--- src/rtl/sdspi_writer_pkg.sv ---
// Shared types and defaults for the SD-SPI sector writer.
// Holds the state and error encodings that are exported on the debug status word.
package sdspi_writer_pkg;

  localparam logic [15:0] SDSPI_DEVADDR     = 16'h0100;
  localparam logic [15:0] SDSPI_BLOCKADDR   = 16'h0200;
  localparam logic [15:0] SDSPI_WCMD_OFFSET = 16'h0004;

  typedef enum logic [2:0] {
    StIdle     = 3'd0,
    StFill     = 3'd1,
    StBwr      = 3'd2,
    StCmd      = 3'd3,
    StWaitBusy = 3'd4,
    StWaitIdle = 3'd5,
    StDone     = 3'd6
  } wr_state_e;

  typedef enum logic [1:0] {
    ErrNone     = 2'd0,
    ErrBus      = 2'd1,
    ErrStartTo  = 2'd2,
    ErrFinishTo = 2'd3
  } wr_err_e;

  function automatic logic [31:0] status_word(wr_state_e st, wr_err_e err);
    return {16'h0, 6'h0, err, 5'h0, st};
  endfunction

endpackage

--- src/rtl/sdspi_writer_apb_single.sv ---
// One-shot APB-style write/read access engine; holds address and data stable until pready.
module sdspi_apb_single (
  input  logic        clk_i,
  input  logic        rst_i,
  input  logic        start_i,
  input  logic [15:0] addr_i,
  input  logic [31:0] wdata_i,
  input  logic        write_i,
  output logic        psel_o,
  output logic        penable_o,
  output logic        pwrite_o,
  output logic [15:0] paddr_o,
  output logic [31:0] pwdata_o,
  input  logic        pready_i,
  input  logic        pslverr_i,
  output logic        done_o,
  output logic        err_o
);

  always_ff @(posedge clk_i or posedge rst_i) begin
    if (rst_i) begin
      psel_o    <= 1'b0;
      penable_o <= 1'b0;
      pwrite_o  <= 1'b0;
      paddr_o   <= 16'h0;
      pwdata_o  <= 32'h0;
    end else if (psel_o && pready_i) begin
      psel_o    <= 1'b0;
      penable_o <= 1'b0;
      pwrite_o  <= 1'b0;
    end else if (start_i && !psel_o) begin
      psel_o    <= 1'b1;
      penable_o <= 1'b1;
      pwrite_o  <= write_i;
      paddr_o   <= addr_i;
      pwdata_o  <= wdata_i;
    end
  end

  assign done_o = psel_o && pready_i;
  assign err_o  = done_o && pslverr_i;

endmodule

--- src/rtl/sdspi_writer.sv ---
// Copies one user sector into the SD controller buffer, issues the write command,
// then waits for the card write to start and finish.
module sdspi_writer
  import sdspi_writer_pkg::*;
#(
  parameter logic [15:0] DEVADDR   = SDSPI_DEVADDR,
  parameter logic [15:0] BLOCKADDR = SDSPI_BLOCKADDR,
  parameter int unsigned BLOCKSIZE = 512,
  parameter logic [15:0] WCMD_OFF  = SDSPI_WCMD_OFFSET,
  parameter int unsigned TIMEOUT   = 50_000_000
) (
  input  logic        clk_i,
  input  logic        rst_i,
  input  logic [31:0] sdspi_status_i,
  input  logic        sdsbusy_i,
  output logic        psel_o,
  output logic        penable_o,
  output logic        pwrite_o,
  output logic [15:0] paddr_o,
  output logic [31:0] pwdata_o,
  input  logic        pready_i,
  input  logic        pslverr_i,
  input  logic        wstart_i,
  input  logic [31:0] wsector_i,
  output logic        wbusy_o,
  output logic        wdone_o,
  output logic        werr_o,
  input  logic        in_valid_i,
  output logic        in_ready_o,
  input  logic [7:0]  in_byte_i,
  output logic [8:0]  in_addr_o,
  output logic [31:0] w_writer_status_o
);

  localparam int unsigned TimerW  = $clog2(TIMEOUT + 1);
  localparam logic [8:0]  IdxMask = 9'(BLOCKSIZE - 1);

  wr_state_e         state_q;
  wr_err_e           err_q;
  logic [8:0]        idx_q;
  logic [TimerW-1:0] timer_q;
  logic [31:0]       sector_q;
  logic              wbusy_q, wdone_q, werr_q;

  logic        bus_start, bus_done, bus_err;
  logic [15:0] bus_addr;
  logic [31:0] bus_wdata;
  logic        accept, byte_take, card_active, card_idle, timed_out;
  logic        unused_status;

  assign unused_status = ^sdspi_status_i[31:16];
  assign card_idle     = !sdsbusy_i && (sdspi_status_i[15:0] == 16'h0);
  assign card_active   = sdsbusy_i && (sdspi_status_i[7:0] != 8'h0);
  assign accept        = (state_q == StIdle) && wstart_i && card_idle && !pready_i;
  assign timed_out     = (timer_q >= TimerW'(TIMEOUT));

  assign in_ready_o = (state_q == StFill) && !pready_i;
  assign in_addr_o  = idx_q;
  assign byte_take  = in_valid_i && in_ready_o;

  // The command access launches once the previous byte access has fully retired.
  assign bus_start = byte_take || ((state_q == StCmd) && !psel_o && !pready_i);
  assign bus_addr  = (state_q == StCmd) ? DEVADDR + WCMD_OFF
                                        : BLOCKADDR + {7'h0, idx_q & IdxMask};
  assign bus_wdata = (state_q == StCmd) ? sector_q : {24'h0, in_byte_i};

  sdspi_apb_single u_apb (
    .clk_i     (clk_i),
    .rst_i     (rst_i),
    .start_i   (bus_start),
    .addr_i    (bus_addr),
    .wdata_i   (bus_wdata),
    .write_i   (1'b1),
    .psel_o    (psel_o),
    .penable_o (penable_o),
    .pwrite_o  (pwrite_o),
    .paddr_o   (paddr_o),
    .pwdata_o  (pwdata_o),
    .pready_i  (pready_i),
    .pslverr_i (pslverr_i),
    .done_o    (bus_done),
    .err_o     (bus_err)
  );

  always_ff @(posedge clk_i or posedge rst_i) begin
    if (rst_i) begin
      state_q  <= StIdle;
      err_q    <= ErrNone;
      idx_q    <= 9'h0;
      timer_q  <= '0;
      sector_q <= 32'h0;
      wbusy_q  <= 1'b0;
      wdone_q  <= 1'b0;
      werr_q   <= 1'b0;
    end else begin
      wdone_q <= 1'b0;
      unique case (state_q)
        StIdle: begin
          if (accept) begin
            sector_q <= wsector_i;
            idx_q    <= 9'h0;
            err_q    <= ErrNone;
            werr_q   <= 1'b0;
            wbusy_q  <= 1'b1;
            state_q  <= StFill;
          end
        end
        StFill: begin
          if (byte_take) state_q <= StBwr;
        end
        StBwr: begin
          if (bus_done) begin
            if (bus_err) begin
              err_q   <= ErrBus;
              werr_q  <= 1'b1;
              wdone_q <= 1'b1;
              wbusy_q <= 1'b0;
              state_q <= StDone;
            end else if (idx_q == IdxMask) begin
              state_q <= StCmd;
            end else begin
              idx_q   <= idx_q + 9'd1;
              state_q <= StFill;
            end
          end
        end
        StCmd: begin
          if (bus_done) begin
            if (bus_err) begin
              err_q   <= ErrBus;
              werr_q  <= 1'b1;
              wdone_q <= 1'b1;
              wbusy_q <= 1'b0;
              state_q <= StDone;
            end else begin
              timer_q <= '0;
              state_q <= StWaitBusy;
            end
          end
        end
        StWaitBusy: begin
          if (card_active) begin
            timer_q <= '0;
            state_q <= StWaitIdle;
          end else if (timed_out) begin
            err_q   <= ErrStartTo;
            werr_q  <= 1'b1;
            wdone_q <= 1'b1;
            wbusy_q <= 1'b0;
            state_q <= StDone;
          end else begin
            timer_q <= timer_q + TimerW'(1);
          end
        end
        StWaitIdle: begin
          if (card_idle) begin
            werr_q  <= (err_q != ErrNone);
            wdone_q <= 1'b1;
            wbusy_q <= 1'b0;
            state_q <= StDone;
          end else if (timed_out) begin
            err_q   <= ErrFinishTo;
            werr_q  <= 1'b1;
            wdone_q <= 1'b1;
            wbusy_q <= 1'b0;
            state_q <= StDone;
          end else begin
            timer_q <= timer_q + TimerW'(1);
          end
        end
        StDone: begin
          state_q <= StIdle;
        end
        default: begin
          state_q <= StIdle;
        end
      endcase
    end
  end

  assign wbusy_o           = wbusy_q;
  assign wdone_o           = wdone_q;
  assign werr_o            = werr_q;
  assign w_writer_status_o = status_word(state_q, err_q);

endmodule

--- config.mk ---
export PLATFORM = sky130hd
export DESIGN_NAME = sdspi_writer
export DESIGN_NICKNAME = d
export VERILOG_FILES = /design/src/rtl/sdspi_writer_pkg.sv /design/src/rtl/sdspi_writer_apb_single.sv /design/src/rtl/sdspi_writer.sv
export SDC_FILE = /design/constraint.sdc
export NUM_CORES = 1
export LEC_CHECK = 0
export BUFFER_PORTS_ARGS = -buffer_cell sky130_fd_sc_hd__buf_2
export CORE_UTILIZATION = 57
export DETAILED_ROUTE_END_ITERATION = 12
export GPL_TIMING_DRIVEN = 1
export PLACE_DENSITY = 0.84
export SLEW_MARGIN = 10
export SYNTH_ARGS = -nofsm -noshare
export SYNTH_HDL_FRONTEND = slang
export SYNTH_HIERARCHICAL = 1
export SYNTH_SLANG_ARGS = --single-unit
--- constraint.sdc ---
create_clock -name clk_i -period 5.7 [get_ports clk_i]
set_input_delay 0.285 -clock clk_i [delete_from_list [all_inputs] [get_ports clk_i]]
set_output_delay 0.285 -clock clk_i [all_outputs]
set_load 0.1 [all_outputs]
* Yosys cells after proc, flatten, opt, wreduce, memory -nomap -nowiden
Cells that the tools add are included.
** Storage, ports and cells
- Bits of input ports :: 79
- Bits in registers :: 124
- Output and inout port bits :: 96
- Word-level logic and storage cells :: 121
** Operators by class
- Eq/ne operators :: 19
- Add/sub/neg operators :: 3
- Bitwise logic cells :: 1
- Multiplexer cells :: 54
- Reduce and logical (&&, ||, !) cells :: 32
- $lt $le $gt $ge :: 1
** Operators with widths (number)
- two-way mux 26 bit :: 5
- one-hot mux 26 bit (3 select lines) :: 1
- two-way mux 9 bit :: 4
- two-way mux 32 bit :: 1
- adder 26 x 1 -> 26 bit, second input constant :: 1
- greater-or-equal comparator 26 bit, second input constant :: 1
- two-way mux 3 bit :: 8
- two-way mux 1 bit :: 19
- two-way mux 2 bit :: 9
- inequality test 2 bit, second input constant :: 9
- one-hot mux 3 bit (6 select lines) :: 1
- one-hot mux 9 bit (2 select lines) :: 1
- logical NOT 16 bit :: 1
- logical AND 1 bit :: 12
- adder 10 x 9 -> 11 bit, first input constant :: 1
- two-way mux 11 bit :: 1
- AND reduction 5 bit :: 2
- adder 9 x 1 -> 9 bit, second input constant :: 1
- equality test 9 bit, second input constant :: 1
- inequality test 2 x 1 -> 1 bit, second input constant :: 4
- one-hot mux 1 bit (4 select lines) :: 2
- one-hot mux 2 bit (4 select lines) :: 1
- AND reduction 4 bit :: 2
- AND reduction 8 bit :: 1
- 14 further kinds :: 21

* Longest topological paths before layout
- Depth after elaboration :: 7
- Depth in mapped cells :: 9

* Hierarchy
The synthesis kept the hierarchy.
** By module, submodules not included
- sdspi_writer :: area an instance 4506.8 um^2, sequential area each 1876.8 um^2, times used 1, cells each 483
- sdspi_apb_single :: area an instance 1929.4 um^2, sequential area each 1251.2 um^2, times used 1, cells each 113

* Least setup slack after synthesis
Ideal clock, no wire load.
- Kind :: reg-to-output
- Start :: register state_q[0]
- End :: output port in_ready_o
- Path buffers :: 0
- Cell stages (with the launch flop) :: 3
- Path slack :: 2.110 ns
- Data arrival time :: 3.305 ns
- Path through :: dfrtp_1 nand2b_1 nor3_1
** On the way
- Cells in the longest elaborated chain, start to end :: 2
** RTL lines
- start: declaration :: line sdspi_writer.sv:38 : wr_state_e state_q;
- start signal: assignment :: line sdspi_writer.sv:87 : state_q <= StIdle;
- start signal: assignment :: line sdspi_writer.sv:105 : state_q <= StFill;
- start signal: assignment :: line sdspi_writer.sv:109 : if (byte_take) state_q <= StBwr;
- equality test 3 x 1 -> 1 bit :: line sdspi_writer.sv:57 : assign in_ready_o = (state_q == StFill) && !pready_i;
- logical AND 1 bit :: line sdspi_writer.sv:57
- end: declaration :: line sdspi_writer.sv:29 : output logic in_ready_o,
No other way between the ends.

* Final worst setup path
- Start :: register state_q[0]
- End :: register u_apb.pwdata_o[8]
** On the way
- Cells in the longest elaborated chain, start to end :: 6
** RTL lines
- equality test 3 x 1 -> 1 bit or equality test 3 x 2 -> 1 bit (tied branches) :: line sdspi_writer.sv:57, sdspi_writer.sv:62
- logical AND 1 bit (on tied branches) :: line sdspi_writer.sv:57, sdspi_writer.sv:62
- logical AND 1 bit (on tied branches) :: line sdspi_writer.sv:59, sdspi_writer.sv:62
- logical OR 1 bit * :: line sdspi_writer.sv:62 : assign bus_start = byte_take || ((state_q == StCmd) && !psel_o && !pready_i);
- via bus_start :: line sdspi_writer.sv:45 : logic bus_start, bus_done, bus_err;
- logical AND 1 bit * :: line sdspi_writer_apb_single.sv:31 : end else if (start_i && !psel_o) begin
- AND reduction 2 bit (no line) *
- end signal: assignment :: line sdspi_writer_apb_single.sv:36 : pwdata_o <= wdata_i;
- end: declaration :: line sdspi_writer_apb_single.sv:13 : output logic [31:0] pwdata_o,
The timed path passes the listed nets; every way through them passes the cells marked *.
A chain may end at the register's enable or synchronous reset.

==> run summary <==
### Yosys
• dfrtp_1 — Primary FF master, synth
• 0 — Post-synth EDFFs
• 596 — cell count after synthesis
• 6 — Synth Warn #
• 125 — Yosys reg bits
• dfrtp_1 (49%), mux2_2 (12%), buf_4 (3.5%), nand2_1 (3.4%), and3_1 (3.2%) — top cells by area in the synthesized netlist
• 6436 um^2 — post-synthesis instance area
• 48.60% — part of the Yosys area used for sequential elements
• 57 — number of distinct standard cells referenced by the synthesized netlist
• 100.0% — Synth async-reset ratio
• dfrtp_1 — cell accounting for the most synthesized area
• 10.80 um^2 — Post-Synthesis Mean Instance Area
• 48.60% — portion of synthesized cell area occupied by the leading cell type

### Timing
• 1.859 ns — fin worst setup slack
• 0 — final count of hold timing violations
• 22.07% — max-slew headroom at the worst pin
• 0 — Setup-failing EPs final
• 0 ns — Sum Neg Setup Slack
• 3.841 ns — time the final worst path needs with I/O delays and setup
• 0.009842 ns — worst clock skew
• 0.2604 GHz — maximum operating frequency
• 0 — final slew viol count
• no — RSZ-0062 raised after global routing
• 67.38% — final critical-path share of the clock period
• 1.166 ns — Slew @ Worst Pin

### Worst setup path
• 6.01 ns — Crit path required time
• flop — Startpoint Class
• 4.15 ns — data arrival time of the critical path
• flop — Worst setup EP type
• 36 — top fanout value on the critical path
• flop to flop — startpoint-to-endpoint class of the critical path

### Placement
• 7058 um^2 — placed cell areas
• 1.969 ns — setup slack after placement
• 0.8668 — gp weighted congestion
• 131 — number of input and output port buffers inserted
• 10,000 um — post-detailed-placement half-perimeter wirelength

### Global routing
• 0 — initial antenna violation count
• 25,910 um — global-route wire length before repair
• 76 — pin count of the biggest net entering global routing
• 0 — Congestion Overflow GR
• 5,248 — vias in the first global route
• 29.05% — combined global-route utilization of all metal layers

### Clock network
• 0 — cells resized by post-CTS repair
• 17 — number of CTS-inserted buffers
• 2 — number of buffers between clock root and the deepest sink
• 0 — count of hold-fix buffers inserted at cts
• 0.43 ns — Worst-Skew Late Latency
• 125 — clock tree sinks
• 0.06 ns — clock transition at the registers of the reported paths
• clkbuf_16 — Root Driver
• 0 — number of post-CTS setup repair buffers
• 4 — maximum level of the CTS H-tree
• done — TritonCTS clock tree

### Route
• 0 — remaining antenna violation count after routing
• 5 — number of iterations in the first detailed-routing pass
• 0 — residual DRC count
• 5,231 — vias after detailed routing
• 588 — DRC marker count from the first detailed-route iteration
• 16,150 um — total routed wirelength
• 18.46 um — routed wirelength normalized by instance count
• 5.978 — vias per inst

### Floorplan
• 38 — cell row count
• 175 — Top Ports
• 10,940 um^2 — area inside the core boundary
• 108.3 um — die width
• 108.3 um — y dimension of the die
• 58.86% — Initial Util
• 11,720 um^2 — die area

### Layout
• 35.10% — share of final-layout standard cells stronger than drive strength 1
• buf_2 (131), dfrtp_1 (125), mux2_2 (71) — highest-count cells in the layout ignoring fill and taps
• buf_2 — most frequent standard cell in the layout excluding fill and tap cells
• 19.85% — Area growth syn-to-layout
• 7714 um^2 — Design Area, Final
• 806 — nets@finish
• 70.54% — final standard cell utilization of the core
• 0 — # diodes

### Power
• 3.955 nW — leakage
• 1.762 mW — switching component of the power
• 31.5% — clock network power share
• 501.9 nW/um^2 — power density relative to cell area
• 31.3% — part of the power in registers
• 45.50% — share of total power consumed by net switching
• 37.2% — Combinational Power Share
• 2.110 mW — internal power
• 0.0004863 V — Peak VDD IR

### Job
• 0 — max-cap check violation count

### Hold path
• input port to flop — HP Class

### Outcome
• finished clean — outcome

==> kinds of logic (layout without fill, tap and decap cells) <==
| family | after synthesis | count (layout) | share of synthesized area (%) |
|---|---|---|---|
| xor+xnor | 3 | 3 | 0.4083 |
| simple gates | 221 | 221 | 18.97 |
| fa+ha+maj | 4 | 4 | 0.7776 |
| other cells | 2 | 34 | 0.1167 |
| compound gates | 73 | 73 | 7.679 |
| flops | 125 | 125 | 48.60 |
| buf+inv | 74 | 181 | 6.746 |
| mux | 94 | 94 | 16.70 |
==> critical path, stage by stage, from the launching register on <==
cell and delay, ns:
dfrtp_1 1.07, inv_2 0.29, nor4_1 0.55, nor2b_4 1.03
buf_4 0.39, mux2_2 0.38
==> power groups by stage <==
| stage | clock network [mW] | registers [mW] | logic, mW |
|---|---|---|---|
| finish | 1.22 | 1.21 | 1.44 |
| CTS | 1.22 | 1.20 | 1.44 |
| detailed placement | 0 | 1.22 | 1.42 |
| floorplan | 0 | 1.79 | 0.625 |
| global route | 1.26 | 1.23 | 1.51 |
| global placement | 0 | 1.20 | 1.39 |
==> layer usage <==
| metal | routed length (um) | GRT usage [%] | vias up |
|---|---|---|---|
| met5 | 0 | 0 | - |
| met4 | 524 | 13.71 | 0 |
| met3 | 1078 | 7.354 | 56 |
| met2 | 8244 | 49.91 | 275 |
| met1 | 6302 | 34.05 | 2551 |
| li1 | - | - | 2349 |
==> synthesized netlist by cell type (all sizes together), types with 4 or more instances <==
cell type and instances:
a21oi 16, nand4 15, nand3 19, mux2i 14, a21o 4, o21a 7, nor3 4, clkbuf 14
nor2 18, nand2 58, and3 33, nor4 22, or4 10, a211oi 5, and2 8, dfrtp 125
inv 14, o31ai 8, nand2b 18, o21ai 14, buf 46, mux2 80, ha 4
==> metrics by stage <==
step | power [mW] | cells | hold slack, ns
CTS | 3.862 | 875 | 0.08727
global placement | 2.591 | 844 | 0.4825
finish | 3.872 | 875 | 0.08503
global route | 4.005 | 875 | 0.09381
floorplan | 2.416 | 628 | 0.4367
detailed placement | 2.642 | 844 | 0.4885
==> registers in the layout, summed over array words and instances, names as in the netlist <==
name and cells:
err_q 2, u_apb/paddr_o 16, sector_q 32, in_addr_o 9, u_apb/penable_o 1, werr_o 1, wdone_o 1, u_apb/pwdata_o 32
wbusy_o 1, timer_q 26, state_q 3, u_apb/pwrite_o 1
==> final timing paths <==
check / start / to / slack (ns) / cells after the start
max in group asynchronous: rst_i / u_apb/pwdata_o[7]$_DFFE_PP0P_ / 4.91 / 2
setup reg to reg: state_q[0]$_DFFE_PP0P_ / u_apb/pwdata_o[8]$_DFFE_PP0P_ / 1.86 / 5
hold reg to reg: sector_q[23]$_DFFE_PP0P_ / sector_q[23]$_DFFE_PP0P_ / 0.50 / 1
hold / removal: wsector_i[27] / sector_q[27]$_DFFE_PP0P_ / 0.09 / 2
setup / recovery: state_q[0]$_DFFE_PP0P_ / u_apb/pwdata_o[8]$_DFFE_PP0P_ / 1.86 / 5
min in group asynchronous: rst_i / u_apb/pwdata_o[14]$_DFFE_PP0P_ / 0.13 / 2
==> area by class of cell <==
| type | instances | area, um^2 |
|---|---|---|
| clock buffer | 17 | 425.4 |
| tap | 140 | 175.2 |
| fill | 751 | 3222 |
| clock inverter | 14 | 230.2 |
| multi-input combinational | 429 | 3007 |
| inverter | 14 | 55.05 |
| sequential | 125 | 3128 |
| timing repair buffer | 136 | 693.2 |
(Power assumes the default switching activity.)
